===== src/rtl/divisor_pkg.sv =====
// Shared definitions for the divisor scheduler slice.
// Contents:
//   sched_state_t : scheduler FSM states (IDLE, START, BLANK, WAIT, RESP)
//   TAMANYO_DEF   : default operand/result width, same as the divider's tamanyo
//   NREQ_DEF      : default number of requesters
package divisor_pkg;

    typedef enum logic [2:0] {
        IDLE  = 3'd0,
        START = 3'd1,
        BLANK = 3'd2,
        WAIT  = 3'd3,
        RESP  = 3'd4
    } sched_state_t;

    localparam int TAMANYO_DEF = 32;
    localparam int NREQ_DEF    = 4;

endpackage


===== src/rtl/divisor_scheduler_if.sv =====
// Client-side bundle of the divisor scheduler.
// Handshake: a requester raises req[i] with its operands on num_in/den_in and
// holds them until gnt[i] pulses (operands captured on that clock edge); later
// rsp_valid[i] pulses for one cycle while coc_out/res_out (and div_zero) carry
// its result. Dropping req after gnt does not cancel the operation.
// Signals:
//   req       NREQ          request levels
//   num_in    NREQ*tamanyo  numerators, requester i at [i*tamanyo +: tamanyo]
//   den_in    NREQ*tamanyo  denominators, same packing
//   gnt       NREQ          one-hot capture pulse
//   rsp_valid NREQ          one-hot result-valid pulse
//   coc_out   tamanyo       quotient, held until next response
//   res_out   tamanyo       remainder, held until next response
//   div_zero  1             zero-divisor flag, pulses with rsp_valid
// Modports: master = client side, slave = scheduler side.
interface divisor_scheduler_if #(
    parameter int NREQ    = 4,
    parameter int tamanyo = 32
);
    logic [NREQ-1:0]         req;
    logic [NREQ*tamanyo-1:0] num_in;
    logic [NREQ*tamanyo-1:0] den_in;
    logic [NREQ-1:0]         gnt;
    logic [NREQ-1:0]         rsp_valid;
    logic [tamanyo-1:0]      coc_out;
    logic [tamanyo-1:0]      res_out;
    logic                    div_zero;

    modport master (
        output req, num_in, den_in,
        input  gnt, rsp_valid, coc_out, res_out, div_zero
    );

    modport slave (
        input  req, num_in, den_in,
        output gnt, rsp_valid, coc_out, res_out, div_zero
    );
endinterface


===== src/rtl/divisor_scheduler_rr_picker.sv =====
// Combinational round-robin picker.
// Searches req starting at index ptr and wrapping upward; the first set bit wins.
// Ports:
//   req   in  NREQ          request levels
//   ptr   in  clog2(NREQ)   highest-priority index this round
//   grant out NREQ          one-hot winner (all zero when no request)
//   idx   out clog2(NREQ)   winner index (0 when no request)
//   found out 1             any request present
module rr_picker #(
    parameter int NREQ = 4
) (
    input  logic [NREQ-1:0]         req,
    input  logic [$clog2(NREQ)-1:0] ptr,
    output logic [NREQ-1:0]         grant,
    output logic [$clog2(NREQ)-1:0] idx,
    output logic                    found
);
    localparam int IW = $clog2(NREQ);

    always_comb begin
        grant = '0;
        idx   = '0;
        found = 1'b0;
        for (int k = 0; k < NREQ; k++) begin
            if (!found && req[IW'((int'(ptr) + k) % NREQ)]) begin
                found = 1'b1;
                idx   = IW'((int'(ptr) + k) % NREQ);
            end
        end
        if (found) grant[idx] = 1'b1;
    end
endmodule


===== src/rtl/divisor_scheduler.sv =====
// Shares one Divisor_Algoritmico among NREQ requesters, round-robin.
// The granted requester's operands are latched and driven to the divider, Start
// is pulsed, and the result is returned on the shared bus with a one-hot valid.
// Optional feature: define DIV_ZERO_CHECK_EN to answer den==0 locally
// (coc='1, res=num, div_zero=1) without starting the divider.
// Ports:
//   CLK, RSTa   clock (rising edge) and asynchronous active-low reset
//   cli         client bundle (divisor_scheduler_if.slave)
//   busy        1 in every state except IDLE
//   div_start   divider Start, 1-cycle pulse
//   div_num/den divider operands, registered, stable START..RESP
//   div_coc/res divider results
//   div_done    divider Done (level or pulse)
//   state_dbg   current FSM state
module divisor_scheduler
    import divisor_pkg::*;
#(
    parameter int tamanyo = TAMANYO_DEF,
    parameter int NREQ    = NREQ_DEF
) (
    input  logic               CLK,
    input  logic               RSTa,
    divisor_scheduler_if.slave cli,
    output logic               busy,
    output logic               div_start,
    output logic [tamanyo-1:0] div_num,
    output logic [tamanyo-1:0] div_den,
    input  logic [tamanyo-1:0] div_coc,
    input  logic [tamanyo-1:0] div_res,
    input  logic               div_done,
    output sched_state_t       state_dbg
);
    localparam int IW = $clog2(NREQ);

    sched_state_t       state;
    logic [IW-1:0]      ptr;
    logic [IW-1:0]      owner;
    logic [tamanyo-1:0] coc_q;
    logic [tamanyo-1:0] res_q;
    logic [NREQ-1:0]    pick_gnt;
    logic [IW-1:0]      pick_idx;
    logic               pick_found;
    logic [tamanyo-1:0] sel_num;
    logic [tamanyo-1:0] sel_den;
    logic [NREQ-1:0]    rsp_vec;

    rr_picker #(.NREQ(NREQ)) u_picker (
        .req   (cli.req),
        .ptr   (ptr),
        .grant (pick_gnt),
        .idx   (pick_idx),
        .found (pick_found)
    );

    assign sel_num = cli.num_in[int'(pick_idx)*tamanyo +: tamanyo];
    assign sel_den = cli.den_in[int'(pick_idx)*tamanyo +: tamanyo];

`ifdef DIV_ZERO_CHECK_EN
    // Set at capture when the divisor is zero; qualifies div_zero in RESP.
    logic zero_q;

    always_ff @(posedge CLK or negedge RSTa) begin
        if (!RSTa) begin
            zero_q <= 1'b0;
        end else if (state == IDLE && pick_found) begin
            zero_q <= (sel_den == '0);
        end
    end

    assign cli.div_zero = (state == RESP) && zero_q;
`else
    assign cli.div_zero = 1'b0;
`endif

    always_ff @(posedge CLK or negedge RSTa) begin
        if (!RSTa) begin
            state   <= IDLE;
            ptr     <= '0;
            owner   <= '0;
            div_num <= '0;
            div_den <= '0;
            coc_q   <= '0;
            res_q   <= '0;
        end else begin
            case (state)
                IDLE: begin
                    if (pick_found) begin
                        owner   <= pick_idx;
                        div_num <= sel_num;
                        div_den <= sel_den;
`ifdef DIV_ZERO_CHECK_EN
                        if (sel_den == '0) begin
                            coc_q <= '1;
                            res_q <= sel_num;
                            state <= RESP;
                        end else begin
                            state <= START;
                        end
`else
                        state <= START;
`endif
                    end
                end
                START: state <= BLANK;
                // Done may still be asserted from the previous division here.
                BLANK: state <= WAIT;
                WAIT: begin
                    if (div_done) begin
                        coc_q <= div_coc;
                        res_q <= div_res;
                        state <= RESP;
                    end
                end
                RESP: begin
                    // The requester just served becomes lowest priority.
                    ptr   <= (owner == IW'(NREQ - 1)) ? '0 : owner + 1'b1;
                    state <= IDLE;
                end
                default: state <= IDLE;
            endcase
        end
    end

    always_comb begin
        rsp_vec = '0;
        if (state == RESP) rsp_vec[owner] = 1'b1;
    end

    assign cli.gnt       = (state == IDLE) ? pick_gnt : '0;
    assign cli.rsp_valid = rsp_vec;
    assign cli.coc_out   = coc_q;
    assign cli.res_out   = res_q;
    assign div_start     = (state == START);
    assign busy          = (state != IDLE);
    assign state_dbg     = state;
endmodule


===== src/flat_wrapper.sv =====
// flat-port wrapper written by rule: the top's interface ports become plain ports
module divisor_scheduler_flat import divisor_pkg::*;
#(
    parameter int tamanyo = TAMANYO_DEF,
    parameter int NREQ    = NREQ_DEF
)
  (CLK, RSTa, busy, div_start, div_num, div_den, div_coc, div_res, div_done, state_dbg, cli_req, cli_num_in, cli_den_in, cli_gnt, cli_rsp_valid, cli_coc_out, cli_res_out, cli_div_zero);
  divisor_scheduler_if #(.NREQ(NREQ), .tamanyo(tamanyo)) cli_i ();
  input  logic CLK;
  input  logic RSTa;
  output logic busy;
  output logic div_start;
  output logic [tamanyo-1:0] div_num;
  output logic [tamanyo-1:0] div_den;
  input  logic [tamanyo-1:0] div_coc;
  input  logic [tamanyo-1:0] div_res;
  input  logic div_done;
  output sched_state_t state_dbg;
  input wire logic [$bits(cli_i.req)-1:0] cli_req;
  input wire logic [$bits(cli_i.num_in)-1:0] cli_num_in;
  input wire logic [$bits(cli_i.den_in)-1:0] cli_den_in;
  output wire logic [$bits(cli_i.gnt)-1:0] cli_gnt;
  output wire logic [$bits(cli_i.rsp_valid)-1:0] cli_rsp_valid;
  output wire logic [$bits(cli_i.coc_out)-1:0] cli_coc_out;
  output wire logic [$bits(cli_i.res_out)-1:0] cli_res_out;
  output wire logic [$bits(cli_i.div_zero)-1:0] cli_div_zero;
  assign cli_i.req = cli_req;
  assign cli_i.num_in = cli_num_in;
  assign cli_i.den_in = cli_den_in;
  assign cli_gnt = cli_i.gnt;
  assign cli_rsp_valid = cli_i.rsp_valid;
  assign cli_coc_out = cli_i.coc_out;
  assign cli_res_out = cli_i.res_out;
  assign cli_div_zero = cli_i.div_zero;
  divisor_scheduler #(.tamanyo(tamanyo), .NREQ(NREQ)) u_core (.CLK(CLK), .RSTa(RSTa), .cli(cli_i), .busy(busy), .div_start(div_start), .div_num(div_num), .div_den(div_den), .div_coc(div_coc), .div_res(div_res), .div_done(div_done), .state_dbg(state_dbg));
endmodule

===== config.mk =====
export PLATFORM = sky130hd
export DESIGN_NAME = divisor_scheduler_flat
export DESIGN_NICKNAME = d
export VERILOG_FILES = /design/src/rtl/divisor_pkg.sv /design/src/rtl/divisor_scheduler_if.sv /design/src/rtl/divisor_scheduler_rr_picker.sv /design/src/rtl/divisor_scheduler.sv /design/src/flat_wrapper.sv
export SDC_FILE = /design/constraint.sdc
export NUM_CORES = 1
export LEC_CHECK = 0
export CORE_AREA = 5 5 177 179
export DETAILED_ROUTE_END_ITERATION = 10
export DIE_AREA = 0 0 182 184
export HOLD_SLACK_MARGIN = 0.08
export SLEW_MARGIN = 5
export SYNTH_ARGS = -nofsm -noshare
export SYNTH_HDL_FRONTEND = slang
export SYNTH_HIERARCHICAL = 1
export SYNTH_SLANG_ARGS = --single-unit

===== constraint.sdc =====
create_clock -name CLK -period 6.4 [get_ports CLK]
set_clock_uncertainty 0.05 [all_clocks]
set_input_delay 1.28 -clock CLK [delete_from_list [all_inputs] [get_ports CLK]]
set_output_delay 1.28 -clock CLK [all_outputs]
set_load 0.03 [all_outputs]

# Yosys cells after proc, flatten, opt, wreduce, memory -nomap -nowiden
# Index checks and enable logic that the tools add are counted.
# totals
reg_bits,135
inputBits,327
word_cells,72
# op_classes
add_sub_neg,4
n_lt_le_gt_ge,8
n_eq_ne,7
shifts,2
n_mux,31
n_reduce_logical,13
# ops
op,count
$shiftx 128x8->32,2
$lt 2x4->1 const B,4
$mux 1,14
$mux 4,3
$pmux 3 s4,1
$mux 2,5
$bmux 1 s2,4
$eq 3x2->1 const B,2
$lt 2x3->1 const B,2
$mux 3,2
$reduce_and 2->1,3
$logic_and 1x1->1,5
$add 2x1->2 const B,2
$add 2x2->2 const B,2
$demux 1 s2,2
$ge 2x1->1 const B,2
$eq 3x1->1 const B,1
$eq 3x3->1 const B,1
$logic_not 1->1,3
$logic_not 3->1,1
$reduce_bool 3->1,1
$eq 2x2->1 const B,1
$ne 2x1->1 const B,1
$ne 2x2->1 const B,1

# Logic depth before layout (Yosys ltp)
# depth
word_depth,19
mapped_depth,8

# Modules after synthesis
# Netlist, hierarchy kept.
# modules_own_cells
module,instances,cells_each,area_per_inst_um2,seq_area_each_um2
divisor_scheduler,1,390,6926.6,3378.2
rr_picker,1,32,182.7,0.0

# Worst setup path after synthesis
# No wires, ideal clock.
# synth_path
path_kind,input to output
start,input port cli_req[1]
end,output port cli_gnt[2]
arrival_time_ns,2.018
required_time_ns,5.070
setup_slack_ns,3.052
cell_stages,5
path_cell_list,buf_2 > nor3_1 > a221oi_1 > nor2b_1 > and2_1
# synth_via
elab_chain_len,19
word_cells_on_any_way,33
# synth_rtl
element,line_no,source
start: declaration,flat_wrapper.sv:19,input wire logic [$bits(cli_i.req)-1:0] cli_req;
$bmux 1 s2,divisor_scheduler_rr_picker.sv:25,if (!found && req[IW'((int'(ptr) + k) % NREQ)]) begin
$mux 1 (implied by the code) (2 in series),divisor_scheduler_rr_picker.sv:25,
$mux 1,divisor_scheduler_rr_picker.sv:25,
$logic_not 1->1,divisor_scheduler_rr_picker.sv:25,
$logic_and 1x1->1,divisor_scheduler_rr_picker.sv:25,
$mux 1,divisor_scheduler_rr_picker.sv:25,
$logic_not 1->1,divisor_scheduler_rr_picker.sv:25,
$logic_and 1x1->1,divisor_scheduler_rr_picker.sv:25,
[3 not listed],-,
$mux 2,divisor_scheduler_rr_picker.sv:25,
$lt 2x3->1 (implied by the code) / $ge 2x1->1 (equally long branches),divisor_scheduler_rr_picker.sv:30,if (found) grant[idx] = 1'b1;
$logic_and 1x1->1 (implied by the code),divisor_scheduler_rr_picker.sv:30,
$mux 1 (implied by the code),divisor_scheduler_rr_picker.sv:30,
$demux 1 s2,divisor_scheduler_rr_picker.sv:30,
$mux 4 (*),divisor_scheduler_rr_picker.sv:30,
via u_core.pick_gnt[2],divisor_scheduler.sv:40,logic [NREQ-1:0] pick_gnt;
$mux 4 (*),divisor_scheduler.sv:129,assign cli.gnt = (state == IDLE) ? pick_gnt : '0;
end: declaration,flat_wrapper.sv:22,output wire logic [$bits(cli_i.gnt)-1:0] cli_gnt;
# Mark *: on every way through the listed nets, which the timed path passes. The rest lies on a longest branch. The select of a mux whose other input is x is not followed.

# Worst setup path after layout
# layout_path
start,input port cli_req[2]
end,output port cli_gnt[0]
# The elaborated chain is that of the path after synthesis.

==> run_summary.xml <==
<?xml version="1.0" encoding="UTF-8"?>
<metrics>
  <group name="detailed_routing">
    <metric name="wirelength" unit="mm">25.6</metric>
    <metric name="route.detailed.vias_per_inst" unit="">4.33</metric>
    <metric name="final_antenna_net_count" unit="">0</metric>
    <metric name="initialDrtViolationCount" unit="">154</metric>
    <metric name="drt_pre_antenna_iters" unit="">4</metric>
    <metric name="detail_route.wl_per_cell" unit="µm">19.9</metric>
    <metric name="drt_drc_violations_left" unit="">0</metric>
    <metric name="detailroute.via_count" unit="">5553</metric>
  </group>
  <group name="layout">
    <metric name="post_route_cells_drive_above_1_share" unit="%">26.8</metric>
    <metric name="finalNonFillerCells" unit="">1283</metric>
    <metric name="final_core_util" unit="%">43.2</metric>
    <metric name="num-fill-cells" unit="">2712</metric>
    <metric name="area_delta_synth_final" unit="%">78.5</metric>
    <metric name="design.final.nets" unit="">1211</metric>
    <metric name="num_antenna_cells" unit="">0</metric>
    <metric name="postLayoutCellArea" unit="mm²">0.0127</metric>
  </group>
  <group name="power">
    <metric name="total_leakage_power" unit="nW">4.99</metric>
    <metric name="worst_ir_drop_vdd" unit="mV">0.172</metric>
    <metric name="power_per_cell_area" unit="mW/mm²">480</metric>
  </group>
  <group name="synth">
    <metric name="post_synth_inst_count" unit="">422</metric>
    <metric name="synth-simple-area-share" unit="%">2.48</metric>
    <metric name="synth_top_family_by_area" unit="">multiplexers</metric>
    <metric name="synthesis.area_per_instance" unit="µm²">16.8</metric>
    <metric name="synth-edff-count" unit="">0</metric>
    <metric name="dominantRegCellSynth" unit="">sky130_fd_sc_hd__dfrtp_1</metric>
    <metric name="synth_compound_gate_area_share" unit="%">1.69</metric>
    <metric name="synth.net_count" unit="">753</metric>
    <metric name="xor_xnor_fraction_of_synth_area" unit="%">0</metric>
    <metric name="ys_types" unit="">34</metric>
    <metric name="netlist_top_cells_count" unit="">sky130_fd_sc_hd__dfrtp_1, sky130_fd_sc_hd__mux2_2, sky130_fd_sc_hd__mux4_2</metric>
    <metric name="synthTopCellsByArea" unit="">sky130_fd_sc_hd__dfrtp_1, sky130_fd_sc_hd__mux4_2, sky130_fd_sc_hd__mux2_2, sky130_fd_sc_hd__mux2_4, sky130_fd_sc_hd__buf_6</metric>
    <metric name="post_synth_fa_ha_maj_area_fraction" unit="%">0.704</metric>
    <metric name="synth_seq_cells" unit="">135</metric>
    <metric name="synth.mux.area_fraction" unit="%">43.7</metric>
    <metric name="mappedNetlistArea" unit="mm²">0.00711</metric>
    <metric name="yosysSeqAreaShare" unit="%">47.5</metric>
    <metric name="yosys.cell_count.top_type" unit="">sky130_fd_sc_hd__dfrtp_1</metric>
    <metric name="yosysWarningCount" unit="">6</metric>
    <metric name="ys_async_sr_fraction" unit="%">100</metric>
    <metric name="synth.top_cell.area_share" unit="%">47.5</metric>
    <metric name="synth.largest_area_cell" unit="">sky130_fd_sc_hd__dfrtp_1</metric>
  </group>
  <group name="placed_design">
    <metric name="buffer_ports.inserted" unit="">467</metric>
    <metric name="post_dp_cell_area" unit="mm²">0.0121</metric>
    <metric name="place_inst" unit="">1251</metric>
    <metric name="gpl.final_weighted_congestion" unit="">0.787</metric>
    <metric name="place_worst_setup_slack" unit="ps">1980</metric>
    <metric name="dp_hpwl" unit="mm">20.1</metric>
  </group>
  <group name="die">
    <metric name="die_height" unit="µm">184</metric>
    <metric name="core_area" unit="mm²">0.0294</metric>
    <metric name="dieWidth" unit="µm">182</metric>
    <metric name="io_pins" unit="">469</metric>
    <metric name="floorplan.initialDensity" unit="%">24.2</metric>
    <metric name="fp.dieArea" unit="mm²">0.0335</metric>
    <metric name="std_cell_rows" unit="">63</metric>
  </group>
  <group name="global_route">
    <metric name="largest_net_degree_at_the_start_of_global_routing" unit="">88</metric>
    <metric name="gr-usage-all-layers" unit="%">14.9</metric>
    <metric name="grt_overflow_total" unit="">0</metric>
    <metric name="grt_antenna_before_repair" unit="">0</metric>
    <metric name="grt_first_pass_wirelength" unit="mm">38.1</metric>
    <metric name="grt_pass1_vias" unit="">6326</metric>
  </group>
  <group name="setup_path">
    <metric name="end_kind" unit="">primary output</metric>
    <metric name="worstPathCellList" unit="">clkdlybuf4s50_1, nand2b_1, a311oi_1, nor2_1, and2_1, clkdlybuf4s50_1</metric>
    <metric name="crit_type" unit="">primary input to primary output</metric>
    <metric name="critical_path.max_stage_delay" unit="ps">610</metric>
    <metric name="crit_path_launch_type" unit="">primary input</metric>
    <metric name="required" unit="ps">5070</metric>
    <metric name="worst_ep_arrival" unit="ps">3110</metric>
    <metric name="timing.reg2reg.worst_path_depth" unit="">6</metric>
    <metric name="cp_dominant_cell_by_count" unit="">sky130_fd_sc_hd__clkdlybuf4s50_1</metric>
    <metric name="critPathSlowestCell" unit="">sky130_fd_sc_hd__clkdlybuf4s50_1</metric>
    <metric name="crit_fanout" unit="">8</metric>
  </group>
  <group name="clock_network">
    <metric name="cts_tree" unit="">done</metric>
    <metric name="clock-root-buffer" unit="">sky130_fd_sc_hd__clkbuf_16</metric>
    <metric name="numCtsBuffers" unit="">17</metric>
    <metric name="clk_pin_slew_worst_paths" unit="ps">60</metric>
    <metric name="cts_hold_repair.buffers" unit="">0</metric>
    <metric name="cts.repair.resized" unit="">0</metric>
    <metric name="htree_levels" unit="">4</metric>
    <metric name="cts_sinks" unit="">135</metric>
    <metric name="insertion_delay" unit="ps">410</metric>
    <metric name="setup_buffers_after_cts" unit="">0</metric>
    <metric name="clock_path_buffers" unit="">2</metric>
  </group>
  <group name="flow_run">
    <metric name="max-cap-violations" unit="">0</metric>
  </group>
  <group name="sta">
    <metric name="setup_repair_after_global_routing_missed_its_margin" unit="">false</metric>
    <metric name="slew_headroom" unit="%">34.2</metric>
    <metric name="max_freq" unit="MHz">225</metric>
    <metric name="max_slew.worst_pin.slew" unit="ps">987</metric>
    <metric name="finalHoldViolCount" unit="">0</metric>
    <metric name="final-max-slew-violation-count" unit="">0</metric>
    <metric name="final-setup-viol-count" unit="">0</metric>
    <metric name="min_period_over_period" unit="%">69.3</metric>
    <metric name="finalWorstPathRequiredPeriod" unit="ps">4440</metric>
    <metric name="tns" unit="ps">0</metric>
    <metric name="finalWorstSetupSlack" unit="ps">1960</metric>
  </group>
  <group name="hold_path">
    <metric name="class_of_the_most_critical_hold_timing_path" unit="">register to register</metric>
    <metric name="worst_hold_path.num_cells" unit="">1</metric>
  </group>
  <group name="status">
    <metric name="outcome" unit="">complete, no violations</metric>
  </group>
</metrics>
[metrics by stage]
step	total power, mW	hold WS, ps
floorplan	3.78	455
global placement	5.16	436
detailed placement	5.20	441
CTS	6.22	457
global route	6.43	460
finish	6.10	454
[critical path, delay by kind of cell]
kind / cells / cell delay [ps]
simple gates: 3 / 310
buf+inv: 2 / 1210
compound gates: 1 / 290
[layout by cell type, fill, tap and decap left out, drive strengths merged, types with 2 or more instances in the layout]
| cell | n |
|---|---|
| clkdlybuf4s50 | 466 |
| dfrtp | 135 |
| mux2 | 132 |
| mux4 | 64 |
| inv | 18 |
| clkbuf | 17 |
| and2 | 8 |
| nor2 | 6 |
| a21oi | 6 |
| buf | 6 |
| ha | 4 |
| nand2b | 4 |
| clkinvlp | 3 |
| nor3 | 3 |
| o21ai | 3 |
| nor3b | 2 |
| nand2 | 2 |
| a211oi | 2 |
[final timing paths]
| kind | endpoint | startpoint | slack (ps) |
|---|---|---|---|
| min in group asynchronous | u_core/cli.res_out[7] | RSTa | 850 |
| setup reg to reg | u_core/div_den[16] | u_core/ptr[1] | 3670 |
| max in group asynchronous | u_core/div_den[5] | RSTa | 4230 |
| hold reg to reg | u_core/cli.coc_out[26] | u_core/cli.coc_out[26] | 450 |
| setup / recovery | cli_gnt[0] | cli_req[2] | 1960 |
| hold / removal | u_core/cli.coc_out[26] | u_core/cli.coc_out[26] | 450 |
[sequential cells by signal (all words and copies together), names as in the netlist]
signal and cells:
u_core/cli.coc_out 32, u_core/cli.res_out 32, u_core/div_den 32, u_core/div_num 32
u_core/owner 2, u_core/ptr 2, u_core/state_dbg 3
[final cells by class]
class,instances,area (µm²),area share (%)
Clock buffer,17,425,3.35
Multi-Input combinational cell,246,3470,27.4
Tap cell,390,488,3.85
Clock inverter,15,158,1.24
Inverter,8,30.0,0.237
Sequential cell,135,3380,26.6
Timing Repair Buffer,472,4740,37.3
[kinds of logic after synthesis]
| logic type | count (synthesis) |
|---|---|
| AOI/OAI and AO/OA | 17 |
| DFF | 135 |
| buffers and inverters | 41 |
| other | 1 |
| muxes | 196 |
| and+or+nand+nor | 28 |
| adders and majority gates | 4 |
[power breakdown]
| part | total [mW] | leakage [nW] | switching, mW | internal (mW) |
|---|---|---|---|---|
| sequential | 1.56 | 1.59 | 0.265 | 1.30 |
| clock | 0.983 | 0.281 | 0.429 | 0.554 |
| combinational | 3.55 | 3.12 | 1.72 | 1.83 |
[metal layers]
layer | part of all wire, % | up-vias | GRT usage (%) | routed length, µm
met1 | 36 | 2724 | 16.6 | 9230
met4 | 2.0 | 0 | 4.23 | 499
met3 | 7.9 | 26 | 5.12 | 2010
met2 | 54 | 275 | 27.1 | 13800
li1 | - | 2528 | - | -
met5 | 0 | - | 0 | 0
Note: power is estimated with default switching activity, not from simulation.
